[src/rtl/video_capture_pkg.sv]
// Shared types and constants for the video capture front end.
package video_capture_pkg;

  localparam int ADDR_W = 16;
  localparam int RGB_W  = 3;
  localparam int RGB_R  = 0;
  localparam int RGB_G  = 1;
  localparam int RGB_B  = 2;

  typedef enum logic [1:0] {
    H_WAIT,
    H_PORCH,
    H_ACTIVE,
    H_DONE
  } hstate_e;

  typedef enum logic [2:0] {
    V_WAIT,
    V_SYNC,
    V_PORCH,
    V_ACTIVE,
    V_DONE
  } vstate_e;

  // Capture RAM address layout: column in the high byte, row in the low byte.
  function automatic logic [ADDR_W-1:0] pack_addr(input logic [7:0] col, input logic [7:0] row);
    return {col, row};
  endfunction

endpackage

[src/rtl/video_capture_front_if.sv]
// Write port towards the capture RAM.
interface video_capture_front_if;
  import video_capture_pkg::*;

  logic              wr_en;
  logic [ADDR_W-1:0] wr_addr;
  logic [RGB_W-1:0]  wr_data;

  modport master (output wr_en, wr_addr, wr_data);
  modport slave  (input  wr_en, wr_addr, wr_data);
endinterface

[src/rtl/video_capture_front_sync_edge.sv]
// Two-flop synchroniser with a third flop for rise/fall detection.
module sync_edge #(
  parameter logic RESET_VAL = 1'b0
) (
  input  logic clock,
  input  logic reset,
  input  logic d,
  output logic rise,
  output logic fall
);
  logic s1_q, s1_d;
  logic s2_q, s2_d;
  logic s3_q, s3_d;

  always_comb begin
    s1_d = d;
    s2_d = s1_q;
    s3_d = s2_q;
  end

  always_ff @(posedge clock or posedge reset) begin
    if (reset) begin
      s1_q <= RESET_VAL;
      s2_q <= RESET_VAL;
      s3_q <= RESET_VAL;
    end else begin
      s1_q <= s1_d;
      s2_q <= s2_d;
      s3_q <= s3_d;
    end
  end

  assign rise = s2_q & ~s3_q;
  assign fall = ~s2_q & s3_q;
endmodule

[src/rtl/video_capture_front.sv]
// Synchronises external video syncs/pixels, tracks line/pixel position and
// issues capture-RAM writes for the active window, plus line-period lock.
module video_capture_front
  import video_capture_pkg::*;
#(
  parameter int SAMPLE_DIV = 2,
  parameter int H_BP       = 48,
  parameter int V_BP       = 33,
  parameter int CAP_W      = 256,
  parameter int CAP_H      = 256,
  parameter int LOCK_LINES = 16,
  parameter int LOCK_TOL   = 4
) (
  input  logic                  clock,
  input  logic                  reset,
  input  logic                  enable,
  input  logic                  in_hsync,
  input  logic                  in_vsync,
  input  logic [RGB_W-1:0]      in_rgb,
  video_capture_front_if.master wr_bus,
  output logic                  frame_start,
  output logic                  locked,
  output logic                  err_short
);
  localparam int DIV_W   = (SAMPLE_DIV > 1) ? $clog2(SAMPLE_DIV) : 1;
  localparam int MATCH_W = $clog2(LOCK_LINES + 1);

  logic hs_rise, hs_fall, vs_rise, vs_fall;
  logic [RGB_W-1:0] rgb_sync;

  // Syncs idle high, so their flops reset high to avoid a false edge at release.
  sync_edge #(.RESET_VAL(1'b1)) u_hsync (
    .clock(clock), .reset(reset), .d(in_hsync), .rise(hs_rise), .fall(hs_fall)
  );
  sync_edge #(.RESET_VAL(1'b1)) u_vsync (
    .clock(clock), .reset(reset), .d(in_vsync), .rise(vs_rise), .fall(vs_fall)
  );

  generate
    for (genvar gi = 0; gi < RGB_W; gi++) begin : g_rgb_sync
      logic meta_q, meta_d, sync_q, sync_d;
      always_comb begin
        meta_d = in_rgb[gi];
        sync_d = meta_q;
      end
      always_ff @(posedge clock or posedge reset) begin
        if (reset) begin
          meta_q <= 1'b0;
          sync_q <= 1'b0;
        end else begin
          meta_q <= meta_d;
          sync_q <= sync_d;
        end
      end
      assign rgb_sync[gi] = sync_q;
    end
  endgenerate

  hstate_e           hstate_q, hstate_d;
  vstate_e           vstate_q, vstate_d;
  logic [DIV_W-1:0]  div_q, div_d;
  logic [15:0]       hcnt_q, hcnt_d;
  logic [15:0]       vcnt_q, vcnt_d;
  logic [7:0]        col_q, col_d;
  logic [7:0]        row_q, row_d;
  logic              frame_en_q, frame_en_d;
  logic              wr_en_q, wr_en_d;
  logic [ADDR_W-1:0] wr_addr_q, wr_addr_d;
  logic [RGB_W-1:0]  wr_data_q, wr_data_d;
  logic              frame_start_q, frame_start_d;
  logic              err_short_q, err_short_d;
  logic [15:0]       per_q, per_d;
  logic [15:0]       prev_q, prev_d;
  logic [MATCH_W-1:0] match_q, match_d;

  logic        tick, last_px, h_exit, wr_fire, per_sat;
  logic [15:0] per_diff;

  always_comb begin
    tick    = (div_q == DIV_W'(SAMPLE_DIV - 1)) && !hs_rise;
    div_d   = (hs_rise || tick) ? '0 : div_q + DIV_W'(1);
    last_px = (col_q == 8'(CAP_W - 1));
    // A sync fall on the final tick still counts as a completed line.
    h_exit  = (hstate_q == H_ACTIVE) && ((tick && last_px) || hs_fall);
    wr_fire = tick && (hstate_q == H_ACTIVE) && (vstate_q == V_ACTIVE)
              && frame_en_q && !vs_fall;
  end

  always_comb begin
    hstate_d = hstate_q;
    hcnt_d   = hcnt_q;
    col_d    = col_q;
    case (hstate_q)
      H_WAIT: begin
        if (hs_rise) begin
          hcnt_d   = '0;
          col_d    = '0;
          hstate_d = (H_BP == 0) ? H_ACTIVE : H_PORCH;
        end
      end
      H_PORCH: begin
        if (tick) begin
          if (hcnt_q == 16'(H_BP - 1)) begin
            hstate_d = H_ACTIVE;
            col_d    = '0;
          end else begin
            hcnt_d = hcnt_q + 16'd1;
          end
        end
      end
      H_ACTIVE: begin
        if (tick) begin
          col_d = col_q + 8'd1;
          if (last_px) hstate_d = H_DONE;
        end
      end
      default: ;
    endcase
    if (hs_fall) hstate_d = H_WAIT;
    err_short_d = hs_fall && (hstate_q == H_ACTIVE) && !(tick && last_px);
  end

  always_comb begin
    vstate_d      = vstate_q;
    vcnt_d        = vcnt_q;
    row_d         = row_q;
    frame_en_d    = frame_en_q;
    frame_start_d = 1'b0;
    case (vstate_q)
      V_WAIT: ;
      V_SYNC: begin
        if (vs_rise) begin
          vcnt_d   = '0;
          vstate_d = (V_BP == 0) ? V_ACTIVE : V_PORCH;
        end
      end
      V_PORCH: begin
        if (hs_rise) begin
          if (vcnt_q == 16'(V_BP - 1)) vstate_d = V_ACTIVE;
          else                         vcnt_d   = vcnt_q + 16'd1;
        end
      end
      V_ACTIVE: begin
        if (h_exit) begin
          row_d = row_q + 8'd1;
          if (row_q == 8'(CAP_H - 1)) vstate_d = V_DONE;
        end
      end
      V_DONE:  vstate_d = V_WAIT;
      default: vstate_d = V_WAIT;
    endcase
    if (vs_fall) begin
      frame_start_d = 1'b1;
      frame_en_d    = enable;
      row_d         = '0;
      vstate_d      = V_SYNC;
    end
  end

  always_comb begin
    per_sat  = (per_q == 16'hFFFF);
    per_d    = per_sat ? per_q : per_q + 16'd1;
    prev_d   = prev_q;
    match_d  = match_q;
    per_diff = (per_q >= prev_q) ? (per_q - prev_q) : (prev_q - per_q);
    if (hs_fall) begin
      per_d  = 16'd1;
      prev_d = per_q;
      if (per_diff <= 16'(LOCK_TOL)) begin
        if (match_q != MATCH_W'(LOCK_LINES)) match_d = match_q + MATCH_W'(1);
      end else begin
        match_d = '0;
      end
    end else if (per_sat) begin
      match_d = '0;
    end
  end

  always_comb begin
    wr_en_d   = wr_fire;
    wr_addr_d = wr_fire ? pack_addr(col_q, row_q) : wr_addr_q;
    wr_data_d = wr_fire ? rgb_sync : wr_data_q;
  end

  always_ff @(posedge clock or posedge reset) begin
    if (reset) begin
      hstate_q      <= H_WAIT;
      vstate_q      <= V_WAIT;
      div_q         <= '0;
      hcnt_q        <= '0;
      vcnt_q        <= '0;
      col_q         <= '0;
      row_q         <= '0;
      frame_en_q    <= 1'b0;
      wr_en_q       <= 1'b0;
      wr_addr_q     <= '0;
      wr_data_q     <= '0;
      frame_start_q <= 1'b0;
      err_short_q   <= 1'b0;
      per_q         <= '0;
      prev_q        <= '0;
      match_q       <= '0;
    end else begin
      hstate_q      <= hstate_d;
      vstate_q      <= vstate_d;
      div_q         <= div_d;
      hcnt_q        <= hcnt_d;
      vcnt_q        <= vcnt_d;
      col_q         <= col_d;
      row_q         <= row_d;
      frame_en_q    <= frame_en_d;
      wr_en_q       <= wr_en_d;
      wr_addr_q     <= wr_addr_d;
      wr_data_q     <= wr_data_d;
      frame_start_q <= frame_start_d;
      err_short_q   <= err_short_d;
      per_q         <= per_d;
      prev_q        <= prev_d;
      match_q       <= match_d;
    end
  end

  assign wr_bus.wr_en   = wr_en_q;
  assign wr_bus.wr_addr = wr_addr_q;
  assign wr_bus.wr_data = wr_data_q;
  assign frame_start    = frame_start_q;
  assign err_short      = err_short_q;
  // Saturation drops lock in the same cycle it is reached.
  assign locked         = (match_q == MATCH_W'(LOCK_LINES)) && !per_sat;
endmodule

[src/flat_wrapper.sv]
// flat-port wrapper written by rule: the top's interface ports become plain ports
module video_capture_front_flat import video_capture_pkg::*;
#(
  parameter int SAMPLE_DIV = 2,
  parameter int H_BP       = 48,
  parameter int V_BP       = 33,
  parameter int CAP_W      = 256,
  parameter int CAP_H      = 256,
  parameter int LOCK_LINES = 16,
  parameter int LOCK_TOL   = 4
)
  (clock, reset, enable, in_hsync, in_vsync, in_rgb, frame_start, locked, err_short, wr_bus_wr_en, wr_bus_wr_addr, wr_bus_wr_data);
  video_capture_front_if wr_bus_i ();
  input  logic clock;
  input  logic reset;
  input  logic enable;
  input  logic in_hsync;
  input  logic in_vsync;
  input  logic [RGB_W-1:0] in_rgb;
  output logic frame_start;
  output logic locked;
  output logic err_short;
  output wire logic [$bits(wr_bus_i.wr_en)-1:0] wr_bus_wr_en;
  output wire logic [$bits(wr_bus_i.wr_addr)-1:0] wr_bus_wr_addr;
  output wire logic [$bits(wr_bus_i.wr_data)-1:0] wr_bus_wr_data;
  assign wr_bus_wr_en = wr_bus_i.wr_en;
  assign wr_bus_wr_addr = wr_bus_i.wr_addr;
  assign wr_bus_wr_data = wr_bus_i.wr_data;
  video_capture_front #(.SAMPLE_DIV(SAMPLE_DIV), .H_BP(H_BP), .V_BP(V_BP), .CAP_W(CAP_W), .CAP_H(CAP_H), .LOCK_LINES(LOCK_LINES), .LOCK_TOL(LOCK_TOL)) u_core (.clock(clock), .reset(reset), .enable(enable), .in_hsync(in_hsync), .in_vsync(in_vsync), .in_rgb(in_rgb), .wr_bus(wr_bus_i), .frame_start(frame_start), .locked(locked), .err_short(err_short));
endmodule
[config.mk]
export PLATFORM = sky130hd
export DESIGN_NAME = video_capture_front_flat
export DESIGN_NICKNAME = d
export VERILOG_FILES = /design/src/rtl/video_capture_pkg.sv /design/src/rtl/video_capture_front_if.sv /design/src/rtl/video_capture_front_sync_edge.sv /design/src/rtl/video_capture_front.sv /design/src/flat_wrapper.sv
export SDC_FILE = /design/constraint.sdc
export NUM_CORES = 1
export LEC_CHECK = 0
export CAP_MARGIN = 25
export CORE_AREA = 2 2 144 90
export CTS_BUF_LIST = sky130_fd_sc_hd__clkbuf_8
export DETAILED_ROUTE_END_ITERATION = 16
export DIE_AREA = 0 0 146 92
export PLACE_DENSITY = 0.81
export SKIP_LAST_GASP = 1
export SYNTH_ARGS = -nofsm -noshare
export SYNTH_HDL_FRONTEND = slang
export SYNTH_SLANG_ARGS = --single-unit
[constraint.sdc]
create_clock -name clock -period 6.1 [get_ports clock]
set_clock_uncertainty 0.05 [all_clocks]
set_input_delay 1.22 -clock clock [delete_from_list [all_inputs] [get_ports clock]]
set_output_delay 1.22 -clock clock [all_outputs]
set_load 0.02 [all_outputs]
* Word level (Yosys, flattened, before mapping)
Index checks and enable logic that the tools add are counted.
** Word-level totals
- Register bits after elaboration :: 126
- Output and inout port bits :: 23
- Word-level logic and storage cells :: 151
** Cells by class
- Add/subtract/negate cells :: 9
- Magnitude comparators :: 2
- Eq/ne operators :: 33
- Muxes and demuxes :: 39
- Bitwise operators :: 8
- Reduce and logical (&&, ||, !) cells :: 32
** Operators by type and width (number)
- 16-bit two-way mux :: 9
- 16-bit one-hot mux with 2 select lines :: 2
- 8-bit two-way mux :: 7
- 16-bit by 1-bit adder with 16-bit output, second input constant :: 3
- 16-bit by 6-bit == test with 1-bit output, second input constant :: 2
- 16-bit subtractor :: 2
- 3-bit by 1-bit inequality test with 1-bit output, second input constant :: 8
- 8-bit one-hot mux with 3 select lines :: 1
- 5-bit two-way mux :: 4
- 3-bit two-way mux :: 6
- 8-bit by 1-bit adder with 8-bit output, second input constant :: 2
- 16-bit == test, second input constant :: 1
- 8-bit == test, second input constant :: 2
- 16-bit greater-or-equal comparator :: 1
- 16-bit by 3-bit less-or-equal comparator with 1-bit output, second input constant :: 1
- 2-bit by 1-bit inequality test with 1-bit output, second input constant :: 7
- 2-bit two-way mux :: 6
- 3-bit one-hot mux with 4 select lines :: 1
- 6-bit AND reduction :: 2
- 1-bit logical AND :: 10
- 2-bit nonzero test :: 5
- 4-bit AND reduction :: 2
- 3-bit by 2-bit == test with 1-bit output, second input constant :: 2
- 2-bit inequality test, second input constant :: 3
- 21 further kinds :: 34

* Longest topological paths before layout
- Depth after elaboration :: 10
- Depth in mapped cells :: 12
- Depth with buffers taken out :: 11

* Cells and area by module
Synthesis repeated with hierarchy kept, for this count alone.
** Unflattened totals
- Cells, all modules :: 820
- Area total of the unflattened synthesis :: 7414.6 sq um
** By module, submodules not included
- video_capture_front :: instances 1, cells an instance 808, area each 7219.4 sq um, sequential area each 3002.9 sq um
- sync_edge :: instances 2, cells an instance 6, area each 97.6 sq um, sequential area each 78.8 sq um

* Worst setup path after synthesis
Ideal clock, no wire load.
- Kind :: register to output
- From :: register u_core.per_q[5]
- To :: output port locked
- Data arrival time :: 1780 ps
- Data required time :: 4830 ps
- Setup slack :: 3050 ps
- Stages on the path, launching flop included :: 7
- Path buffers :: 0
- Path through :: dfrtp_1 > nand4_1 > nor2_1 > and4_1 > nand3_1 > nor3_1 > nor2b_1
** On the way
- Cells in the longest elaborated chain, start to end :: 3
** Ends and longest elaborated chain
- from (decl) :: line video_capture_front.sv:72 : logic [15:0] per_q, per_d;
- from (signal assigned) :: line video_capture_front.sv:217 : per_q <= per_d;
- 16-bit == test :: line video_capture_front.sv:161 : per_sat = (per_q == 16'hFFFF);
- 1-bit zero test :: line video_capture_front.sv:229 : assign locked = (match_q == MATCH_W'(LOCK_LINES)) && !per_sat;
- 1-bit logical AND :: line video_capture_front.sv:229
- to (decl) :: line flat_wrapper.sv:21 : output logic locked;
Every way passes these cells.

* Worst setup path after layout
- From :: register u_core.per_q[3]
- To :: output port locked
Same word-level chain as after synthesis.

==> qor.yml <==
run_status: "complete, no violations"
die_x_um: 146
place_area_sq_um: 7861
start_util_pct: 60.14
post-route-drc-count: 0
maxCapViolCount: 0
drive_above_1_share_pct: 7.264
chipHeight_um: 92
clk_latency_ns: 0.46
seq_area_frac_synth_pct: 42.62
rsz0062_at_grt: "false"
setup_tns_ns: 0
cellLeakagePower_nw: 3.683
dieArea_sq_um: 13430
syn_to_final_growth_pct: 11.59
worst_ep_arrival_time_ns: 3.27
dp_cells: 1018
grt_pass1_vias: 5977
cts_tree: "done"
synth_fp_nets: 895
post_cts_resized: 0
min_path_type: "register to register"
ys.flop_type: "dfrtp_1"
core_sq_um: 12330
reg2reg_depth: 10
viasPerCell: 6.009
setup_viol: 0
power_density_nw_per_um2: 333.5
grt_pass1_wl_um: 29140
cp-start-kind: "register"
fmax_mhz: 220.2
cp_slowest_cell: "nor3_1"
yosysUniqueCellTypes: 69
min-delay-start: "u_core.g_rgb_sync[0].meta_q"
cts_setup_buffers: 0
end_kind: "output port"
num_vias: 6315
grt_start_max_net_pins: 83
critPathMaxStageDelay_ns: 0.79
overflow: 0
timing.slew.headroom_pct: 37.26
critPathMaxFanout: 6
cts_buffers: 17
path_delay_family: "simple AND/OR/NAND/NOR gates"
cts_hold_buf: 0
clk_pin_slew_ns: 0.08
synth_cells: 841
floorplan.rows: 32
path_cells: "nand4_1 > nor2_1 > and4_1 > nand3_1 > nor3_1 > nor2b_1 > clkdlybuf4s50_1"
synth-edff-count: 0
fin_worst_hold_slack_ns: 0.3034
gr-usage-all-layers_pct: 27.00
path_depth: 7
syn_area_sq_um: 7416
critPathRequiredTime_ns: 4.83
post-route-min-period_ns: 4.541
async_flop_share_pct: 100.0
h-tree-depth: 4
gp_congestion: 0.9703
wl_per_cell_um: 16.61
hold_violations: 0
dr.pass1.iters: 6
drtAntennaViolNets: 0
fin_cells: 1051
rr_startpoint: "u_core.per_q[1]"
routed_wl_um: 17460
cp-startpoint: "u_core.per_q[3]"
portBuffers: 30
hpwl_um: 12200
period_share_pct: 74.45
postLayoutCellArea_sq_um: 8275
ys_ff_latch: 126
antenna_cells: 0
cts-root-buf: "clkbuf_8"
cp.buffers_inverters: 1
cts.sink_count: 126
worstMarginPinSlew_ns: 0.9174
antenna_found_initial: 0
design.portCount: 31
drtIter0Drc: 583
min_path_cells: 0
avgSynthCellArea_sq_um: 8.818
layout.nets: 922
slew_violations: 0
clockBufferDepth: 2
crit_type: "register to output port"
yosys_warnings: 0
ir_worst_vdd_mv: 0.1883
cells by family after synthesis:
family / synth area share, %
buf+inv: 4.471
compound gates: 15.79
mux: 0.9786
simple gates: 22.83
xor+xnor: 5.551
fa+ha+maj: 7.761
flops: 42.62
worst paths after layout:
kind	slack [ns]	endpoint
worst min-delay path	0.30	u_core.g_rgb_sync[0].sync_q
worst max-delay path	1.56	locked
worst max register to register	2.30	u_core.match_q[1]
worst min register to register	0.30	u_core.g_rgb_sync[0].sync_q
min in group asynchronous	1.02	u_core.vcnt_q[14]
max in group asynchronous	3.78	u_core.u_hsync.s1_q
metrics by stage:
step	util, %	setup slack (ns)	power, W
after global routing	67.11	1.335	0.002906
after CTS	66.88	1.568	0.002727
final	67.11	1.559	0.002759
after global placement	63.75	2.168	0.001927
after floorplan	-	1.484	0.001741
after detailed placement	63.75	2.042	0.001988
area by class of cell:
class	count	area [sq um]
inverter	58	220.2
multi-input combinational	630	3938
timing repair buffer	35	357.8
tap	170	212.7
fill	952	4056
clock inverter	15	152.6
sequential	126	3161
clock buffer	17	234.0
cells in the mapped netlist, types with 3 or more instances:
cell       instances  share of area (%)
inv_1             57                2.9
o211ai_1           5               0.51
nor4_1             4               0.34
a211oi_1           5               0.51
or2_2              4               0.34
nand2b_1           5               0.42
nor3_1            24                1.6
o21bai_1           6               0.61
a211o_1            4               0.47
o21ai_0           55                3.7
nor2_1            79                4.0
nor4bb_1           4               0.54
and3_1             5               0.42
o31ai_1            7               0.71
xor2_1            25                3.0
or3_1             15                1.3
a311oi_1           3               0.35
nand2_1          137                6.9
dfrtp_1          120                 40
nor2b_1           11               0.93
o21a_1             6               0.61
and4_1             4               0.47
a31oi_1            4               0.34
clkbuf_1          21                1.1
or4_1              4               0.40
and2_1             7               0.59
xnor2_1           22                2.6
nand4_1           17                1.4
nand3_1           23                1.6
buf_2              4               0.27
dfstp_2            6                2.1
ha_1              46                7.8
o2111ai_1          6               0.71
mux2i_1            5               0.67
a21oi_1           36                2.4
a21o_1             6               0.61
nor4b_1            7               0.83
per-layer routing:
metal	global-route usage [%]	up-vias	share of wire, %
met2	39.74	289	43
met5	0	-	0
met4	8.738	0	1.8
met1	39.07	2995	47
li1	-	2986	-
met3	7.114	45	8.7
worst reg2reg max path, cell delays in order, from the launching register on:
cell and delay [ns]:
dfrtp_1 0.45, ha_1 0.38, nor2b_1 0.19, o211ai_1 0.34
a31oi_1 0.24, o41a_1 0.40, a2111oi_0 0.85, o2111ai_1 0.27
o31ai_4 0.14, nand3_2 0.16, o32ai_2 0.24
cell usage in the layout (no fill, tap or decap), types with 6 or more instances in the layout:
master	netlist	layout
nand2_1	137	137
dfrtp_1	120	120
nor2_1	79	79
inv_1	57	56
o21ai_0	55	55
ha_1	46	46
a21oi_1	36	36
clkdlybuf4s50_1	0	30
xor2_1	25	25
nor3_1	24	24
nand3_1	23	23
xnor2_1	22	22
nand4_1	17	17
clkbuf_8	0	17
or3_1	15	15
nor2b_1	11	10
nor4b_1	7	7
o31ai_1	7	7
and2_1	7	7
a21o_1	6	6
o2111ai_1	6	6
o21a_1	6	6
o21bai_1	6	6
dfstp_2	6	6
registers in the layout, summed over array words and instances, names as in the netlist, 2 cells and up:
name                      count
u_core.match_q                5
u_core.wr_bus.wr_data         3
u_core.wr_bus.wr_addr        16
u_core.prev_q                16
u_core.per_q                 16
u_core.hstate_q               2
u_core.g_rgb_sync.sync_q      3
u_core.hcnt_q                16
u_core.col_q                  8
u_core.g_rgb_sync.meta_q      3
u_core.vstate_q               3
u_core.row_q                  8
u_core.vcnt_q                16
power breakdown:
group	internal (W)	total [W]	switching [W]	leakage [nW]
clock	0.000336	0.000730	0.000394	0.190
sequential	0.000891	0.000953	0.0000621	1.70
combinational	0.000408	0.00108	0.000668	1.79
No activity file was read; power rests on OpenSTA's default activity.
